===== src/rtl/jump_target_gen_if.sv =====
// Request/result bundle for jump_target_gen: the decode-side request with its
// handshake, the flush, and the registered target with its status flags.
interface jump_target_gen_if #(
    parameter int ADDR_W = 16,
    parameter int IMM_W  = 12
);
    logic              Flush;
    logic              In_Valid;
    logic              In_Ready;
    logic [1:0]        Mode;
    logic [ADDR_W-1:0] PC_In;
    logic [IMM_W-1:0]  Imm_In;
    logic [ADDR_W-1:0] Reg_In;
    logic              Out_Valid;
    logic              Out_Ready;
    logic [ADDR_W-1:0] Target_Out;
    logic              Page_Cross;
    logic              Bad_Mode;

    modport master (
        output Flush, In_Valid, Mode, PC_In, Imm_In, Reg_In, Out_Ready,
        input  In_Ready, Out_Valid, Target_Out, Page_Cross, Bad_Mode
    );

    modport slave (
        input  Flush, In_Valid, Mode, PC_In, Imm_In, Reg_In, Out_Ready,
        output In_Ready, Out_Valid, Target_Out, Page_Cross, Bad_Mode
    );
endinterface


===== src/rtl/jump_target_gen.sv =====
// Registered branch/jump target generator: append, PC-relative or
// register-indirect addressing behind a one-entry valid/ready output stage.
module jump_target_gen #(
    parameter int ADDR_W = 16,
    parameter int IMM_W  = 12
) (
    input logic               CLK,
    input logic               Reset_n,
    jump_target_gen_if.slave  bus
);
    localparam int PAGE_W = ADDR_W - IMM_W;

    localparam logic [1:0] MODE_APPEND   = 2'b00;
    localparam logic [1:0] MODE_RELATIVE = 2'b01;
    localparam logic [1:0] MODE_INDIRECT = 2'b10;

    logic              out_valid;
    logic [ADDR_W-1:0] target_q;
    logic              page_cross_q;
    logic              bad_mode_q;

    logic              in_ready;
    logic              accept;
    logic [ADDR_W-1:0] next_target;
    logic              next_page_cross;
    logic              next_bad_mode;
    logic [ADDR_W-1:0] imm_sext;

    // The stage frees up when empty or when its entry drains this same cycle.
    assign in_ready = Reset_n && (!out_valid || bus.Out_Ready);
    assign accept   = bus.In_Valid && in_ready && !bus.Flush;
    assign imm_sext = {{PAGE_W{bus.Imm_In[IMM_W-1]}}, bus.Imm_In};

    always_comb begin
        next_target     = bus.PC_In;
        next_bad_mode   = 1'b0;
        next_page_cross = 1'b0;
        case (bus.Mode)
            MODE_APPEND:   next_target = {bus.PC_In[ADDR_W-1:IMM_W], bus.Imm_In};
            MODE_RELATIVE: next_target = bus.PC_In + imm_sext;
            MODE_INDIRECT: next_target = bus.Reg_In;
            default: begin
                next_target   = bus.PC_In;
                next_bad_mode = 1'b1;
            end
        endcase
        if (!next_bad_mode) begin
            next_page_cross = (next_target[ADDR_W-1:IMM_W] != bus.PC_In[ADDR_W-1:IMM_W]);
        end
    end

    // Reset beats flush, flush beats any handshake.
    always_ff @(posedge CLK) begin
        if (!Reset_n) begin
            out_valid    <= 1'b0;
            target_q     <= '0;
            page_cross_q <= 1'b0;
            bad_mode_q   <= 1'b0;
        end else if (bus.Flush) begin
            out_valid <= 1'b0;
        end else if (accept) begin
            out_valid    <= 1'b1;
            target_q     <= next_target;
            page_cross_q <= next_page_cross;
            bad_mode_q   <= next_bad_mode;
        end else if (bus.Out_Ready) begin
            out_valid <= 1'b0;
        end
    end

    assign bus.In_Ready   = in_ready;
    assign bus.Out_Valid  = out_valid;
    assign bus.Target_Out = target_q;
    assign bus.Page_Cross = page_cross_q;
    assign bus.Bad_Mode   = bad_mode_q;
endmodule


===== src/flat_wrapper.sv =====
// flat-port wrapper written by rule: the top's interface ports become plain ports
module jump_target_gen_flat 
#(
    parameter int ADDR_W = 16,
    parameter int IMM_W  = 12
)
  (CLK, Reset_n, bus_Flush, bus_In_Valid, bus_Mode, bus_PC_In, bus_Imm_In, bus_Reg_In, bus_Out_Ready, bus_In_Ready, bus_Out_Valid, bus_Target_Out, bus_Page_Cross, bus_Bad_Mode);
  jump_target_gen_if #(.ADDR_W(ADDR_W), .IMM_W(IMM_W)) bus_i ();
  input logic CLK;
  input logic Reset_n;
  input wire logic [$bits(bus_i.Flush)-1:0] bus_Flush;
  input wire logic [$bits(bus_i.In_Valid)-1:0] bus_In_Valid;
  input wire logic [$bits(bus_i.Mode)-1:0] bus_Mode;
  input wire logic [$bits(bus_i.PC_In)-1:0] bus_PC_In;
  input wire logic [$bits(bus_i.Imm_In)-1:0] bus_Imm_In;
  input wire logic [$bits(bus_i.Reg_In)-1:0] bus_Reg_In;
  input wire logic [$bits(bus_i.Out_Ready)-1:0] bus_Out_Ready;
  output wire logic [$bits(bus_i.In_Ready)-1:0] bus_In_Ready;
  output wire logic [$bits(bus_i.Out_Valid)-1:0] bus_Out_Valid;
  output wire logic [$bits(bus_i.Target_Out)-1:0] bus_Target_Out;
  output wire logic [$bits(bus_i.Page_Cross)-1:0] bus_Page_Cross;
  output wire logic [$bits(bus_i.Bad_Mode)-1:0] bus_Bad_Mode;
  assign bus_i.Flush = bus_Flush;
  assign bus_i.In_Valid = bus_In_Valid;
  assign bus_i.Mode = bus_Mode;
  assign bus_i.PC_In = bus_PC_In;
  assign bus_i.Imm_In = bus_Imm_In;
  assign bus_i.Reg_In = bus_Reg_In;
  assign bus_i.Out_Ready = bus_Out_Ready;
  assign bus_In_Ready = bus_i.In_Ready;
  assign bus_Out_Valid = bus_i.Out_Valid;
  assign bus_Target_Out = bus_i.Target_Out;
  assign bus_Page_Cross = bus_i.Page_Cross;
  assign bus_Bad_Mode = bus_i.Bad_Mode;
  jump_target_gen #(.ADDR_W(ADDR_W), .IMM_W(IMM_W)) u_core (.CLK(CLK), .Reset_n(Reset_n), .bus(bus_i));
endmodule

===== config.mk =====
export PLATFORM = sky130hd
export DESIGN_NAME = jump_target_gen_flat
export DESIGN_NICKNAME = d
export VERILOG_FILES = /design/src/rtl/jump_target_gen_if.sv /design/src/rtl/jump_target_gen.sv /design/src/flat_wrapper.sv
export SDC_FILE = /design/constraint.sdc
export NUM_CORES = 1
export LEC_CHECK = 0
export CAP_MARGIN = 20
export CORE_UTILIZATION = 25
export CTS_BUF_LIST = sky130_fd_sc_hd__clkbuf_16
export CTS_CLUSTER_DIAMETER = 80
export DETAILED_ROUTE_END_ITERATION = 8
export PLACE_DENSITY_LB_ADDON = 0.15
export RECOVER_POWER = 100
export SYNTH_ARGS = -nofsm -noshare
export SYNTH_HDL_FRONTEND = slang
export SYNTH_SLANG_ARGS = --single-unit

===== constraint.sdc =====
create_clock -name CLK -period 2.1 [get_ports CLK]
set_clock_uncertainty 0.05 [all_clocks]
set_input_delay 0.315 -clock CLK [delete_from_list [all_inputs] [get_ports CLK]]
set_output_delay 0.315 -clock CLK [all_outputs]
set_load 0.01 [all_outputs]

# After elaboration in Yosys (flattened, before gate mapping)
# Index checks and enable logic that the tools add are counted.
# word_totals
register_bits	19
inputBits	51
out_inout_bits	20
wordCells	26
# op_classes
n_addsub	1
eq_ne	3
n_mux	5
bitwise_logic	2
reduce_logical	11
# ops
cell	n
$pmux 16 s3	1
$add 16x16->16	1
$mux 1	4
$ne 4x4->1	1
$logic_and 1x1->1	3
$reduce_or 3->1	1
$eq 2x1->1 const B	1
$eq 2x2->1 const B	1
$logic_not 1->1	2
$logic_not 2->1	1
$not 1->1	2
$reduce_and 2->1	1
$reduce_bool 2->1	1
$reduce_or 2->1	1
$logic_or 1x1->1	1

# Longest topological paths before layout
# depth
depth_word	6
depth_mapped	10

# Worst setup path after synthesis
# Ideal clock, no wire load.
# synth_timing
path_type	input to register
start	input bus_Imm_In[0]
end	register u_core.target_q[10], in the netlist u_core.bus.Target_Out[10]
setup_ps	114
t_arrival_ps	2165
t_required_ps	1936
slack_ps	-229
path_stages	10
n_path_buf	0
path_cell_list	ha_1 -> inv_1 -> fa_1 -> nor2b_1 -> o31a_1 -> o21ai_2 -> o21ai_1 -> xor2_1 -> mux4_2 -> a21o_1
# synth_between
elab_chain_cells	2
# synth_rtl
element	line	rtl
start, declared	flat_wrapper.sv:15	input wire logic [$bits(bus_i.Imm_In)-1:0] bus_Imm_In;
$add 16x16->16	jump_target_gen.sv:40	MODE_RELATIVE: next_target = bus.PC_In + imm_sext;
$pmux 16 s3	jump_target_gen.sv:38	case (bus.Mode)
end signal, assigned	jump_target_gen.sv:63	target_q <= next_target;
end, declared	jump_target_gen.sv:18	logic [ADDR_W-1:0] target_q;
# Every way passes these cells.
# A chain may end at the register's enable or synchronous reset.

# Worst setup path after layout
# layout_timing
start	input bus_PC_In[0]
end	register u_core.target_q[10], in the netlist u_core.bus.Target_Out[10]
# layout_between
elab_chain_cells	2
# layout_rtl
element	line	rtl
start, declared	flat_wrapper.sv:14	input wire logic [$bits(bus_i.PC_In)-1:0] bus_PC_In;
$add 16x16->16	jump_target_gen.sv:40	
$pmux 16 s3	jump_target_gen.sv:38	
# Every way passes these cells.

==> metrics.txt <==
status complete, but fails checks; violations in the final reports negative setup slack; type of the worst setup path in2reg; sequence of cells on the critical path buf_8 -> ha_4 -> inv_2 -> fa_2 -> nor2b_2 -> o31a_1 -> o21ai_2 -> o21ai_1 -> xor2_1 -> mux4_2 -> a21o_1; Placed Instance Area 3440 um^2; Layout Area Growth over Synthesis 75.8%; combinational fraction of design power 52.1%; Buffers on Ports 70; Ant. Diodes 0; Critical Path Sink Type flip-flop; count of flip-flops with a built-in enable after synthesis 0; Slowest cell on crit path mux4_2; number of placed I/O pins 71; max_cap viols 0; wire length of the first global-routing pass 11.7 mm; slew at the pin closest to its max-slew limit 392 ps; proportion of synthesized chip area in sequential cells 17.7%; number of buffers created by CTS 3; horizontal extent of the die 94.8 um; Die Y-Extent 94.8 um; summed area of non-filler cells in the final layout 3780 um^2; sequential share of power 23.9%; minimum clock period 2180 ps; clock sink count 19; antenna violations before repair 0; DRC viols 0; startpoint of the tightest hold check path u_core.bus.Target_Out[6]; net total in the final layout 467; starting density of the core 26.1%; crit share post-route 104%; path class of the lowest-slack min-delay path reg2reg; GRT Total Usage 16.5%; TritonRoute pass-1 iters 4; floorplan die area 8980 um^2; largest stage delay on the critical path 450 ps; pin count of the biggest net entering global routing 19; Hold Slack 403 ps; pwr dens 433 nW/um^2; number of flip-flops and latches in the synthesized netlist 19; final setup fails 7; DPL Wire Length 5.87 mm; top cell family by delay on the critical path compound AO/OA/AOI/OAI gates; clock slew at reported path FFs 60 ps; Final WS setup -79.4 ps; leakage power total 1.58 nW; number of routed nets with antenna violations 0; number of global-route vias before repair 2,293; worst-case clock buffer depth 2; CP arrival 2280 ps; reg-to-reg critical path startpoint u_core.bus.Out_Valid; Clock Latency Late Sink 250 ps; Starting DRT DRC Count 64; unrepaired setup endpoints after global routing true; worst-path fanout max 4; sum of internal, switching and leakage power 1.64 mW; Sw Ratio 32.3%; Post-Layout Cell Count 504; via count 2,474; Final Hold Viols 0; setup slack on the worst flop-to-flop path 710 ps; setup total negative slack -290 ps; average detailed-routed wire length per instance 14.4 um; number of library cell types mapped by synthesis 59; Clock Tree Root clkbuf_16; highest-count cells in the layout ignoring fill and taps 67 x buf_4, 36 x nand2_1, 24 x clkdlybuf4s50_1; H-tree depth 1; Crit path buffers/inverters 2; combined area of all synthesized cells 2150 um^2; post-DR vias/cell 4.91; total number of yosys warnings 0; area inside the core boundary 8260 um^2; CTS tree done; ratio of cells with drive above 1 in the final layout 38.1%; proportion of register bits with asynchronous set or reset after synthesis 0%; total internal power 1.11 mW; Worst setup SP type primary input; total wirelength of the detailed-routed design 7.28 mm; GPL Wtd Cong 0.804; most used flip-flop cell after synthesis dfxtp_1; synthesized area divided by synthesized cell count 8.09 um^2; launching element of the worst setup path bus_PC_In[0]; Syn Inst Count 266; most frequent standard cell in the layout excluding fill and tap cells buf_4; final slew viol count 0; placed instance count 486; Fill cells 853; Post-Synthesis Net Count 333; GRT Residual Overflow 0; Setup crit end u_core.bus.Target_Out[10]; standard-cell rows 33; fmax 459 MHz; required time of the critical path 2200 ps; reg-to-reg critical path endpoint u_core.bus.Target_Out[15]; logic depth of the worst setup path including buffers 11; Max-slew headroom 73.2%; IR drop worst, VDD 0.230 mV; clock group share of total power 24.0%; hold-fix buffers at CTS 0; number of cells on the worst reg-to-reg path 5; power dissipated by switching net loads 0.529 mW
==> cells in the mapped netlist (4+ instances only) <==
cell type,count,share of area [%]
nor2_1,15,2.6
nand2_1,39,6.8
o211ai_1,7,2.4
nand3_1,7,1.6
a21o_1,5,1.7
o21ai_0,13,3.0
ha_1,15,8.7
clkbuf_1,12,2.1
a21oi_1,16,3.7
a21boi_0,10,3.5
xor2_1,7,2.8
dfxtp_1,19,18
mux4_2,9,9.4
nor2b_1,6,1.7
inv_1,11,1.9
o21a_1,4,1.4
xnor2_1,9,3.7
==> registers in the layout, summed over array words and instances (netlist names) <==
signal / cells
u_core.bus.Page_Cross: 1
u_core.bus.Target_Out: 16
u_core.bus.Out_Valid: 1
u_core.bus.Bad_Mode: 1
==> per-layer routing <==
layer  GRT usage [%]  routed length, um  vias to the layer above
li1                -                  -                     1253
met1            23.4               3520                     1182
met2            27.6               3490                       37
met3            1.13                239                        2
met4            3.03                 40                        0
met5               0                  0                        -
==> logic make-up (layout without fill, tap and decap cells) <==
kind of cell,after synthesis,in the layout,share of synthesized area (%)
xor gates and xnor gates,16,16,6.51
adders and majority gates,16,16,9.65
DFF,19,19,17.7
AOI/OAI and AO/OA,84,84,28.4
muxes,13,13,11.3
and+or+nand+nor,92,92,21.8
buffers and inverters,26,159,4.65
==> area by class of cell <==
type	count	area, um^2	area share, %
multi-input cells	221	1950	51.5
repair buffers	144	1200	31.8
flip-flops and latches	19	380	10.1
well taps	105	131	3.47
clock buffers	3	75.1	1.98
inverters	11	41.3	1.09
clock inverters	1	3.75	0.0992
==> through the flow <==
step                      worst slack [ps]  util (%)
after floorplan                       -129         -
final                                -79.4      45.8
after global placement                -790      41.7
after global routing                  -185      45.8
after detailed placement              -829      41.7
after CTS                            -87.1      44.8
==> power groups by stage <==
stage	logic (mW)	clock network [mW]	registers, mW
after floorplan	0.384	0	0.408
after global placement	0.749	0	0.400
after detailed placement	0.750	0	0.400
after CTS	0.817	0.394	0.392
after global routing	0.927	0.420	0.394
final	0.852	0.393	0.391
==> tightest hold or removal path: stages, from the launching register on <==
cell	delay (ps)
dfxtp_1	300
nand2_1	50
a21boi_1	50
==> timing repair <==
item	CTS	global route
resized for setup	106	30
gates cloned	0	0
setup buffers	8	6
pin swaps	32	24
setup endpoints to repair	13	10
==> how the worst min path moves through the flow <==
stage / slack [ps] / endpoint / cells past startpoint
2_1_floorplan: 400 / u_core.bus.Out_Valid / 2
6_report: 400 / u_core.bus.Target_Out[6] / 2
4_1_cts: 410 / u_core.bus.Target_Out[8] / 2
3_5_place_dp: 410 / u_core.bus.Target_Out[8] / 2
3_3_place_gp: 400 / u_core.bus.Target_Out[1] / 2
5_1_grt: 420 / u_core.bus.Target_Out[1] / 2
No activity file was read; power rests on OpenSTA's default activity.
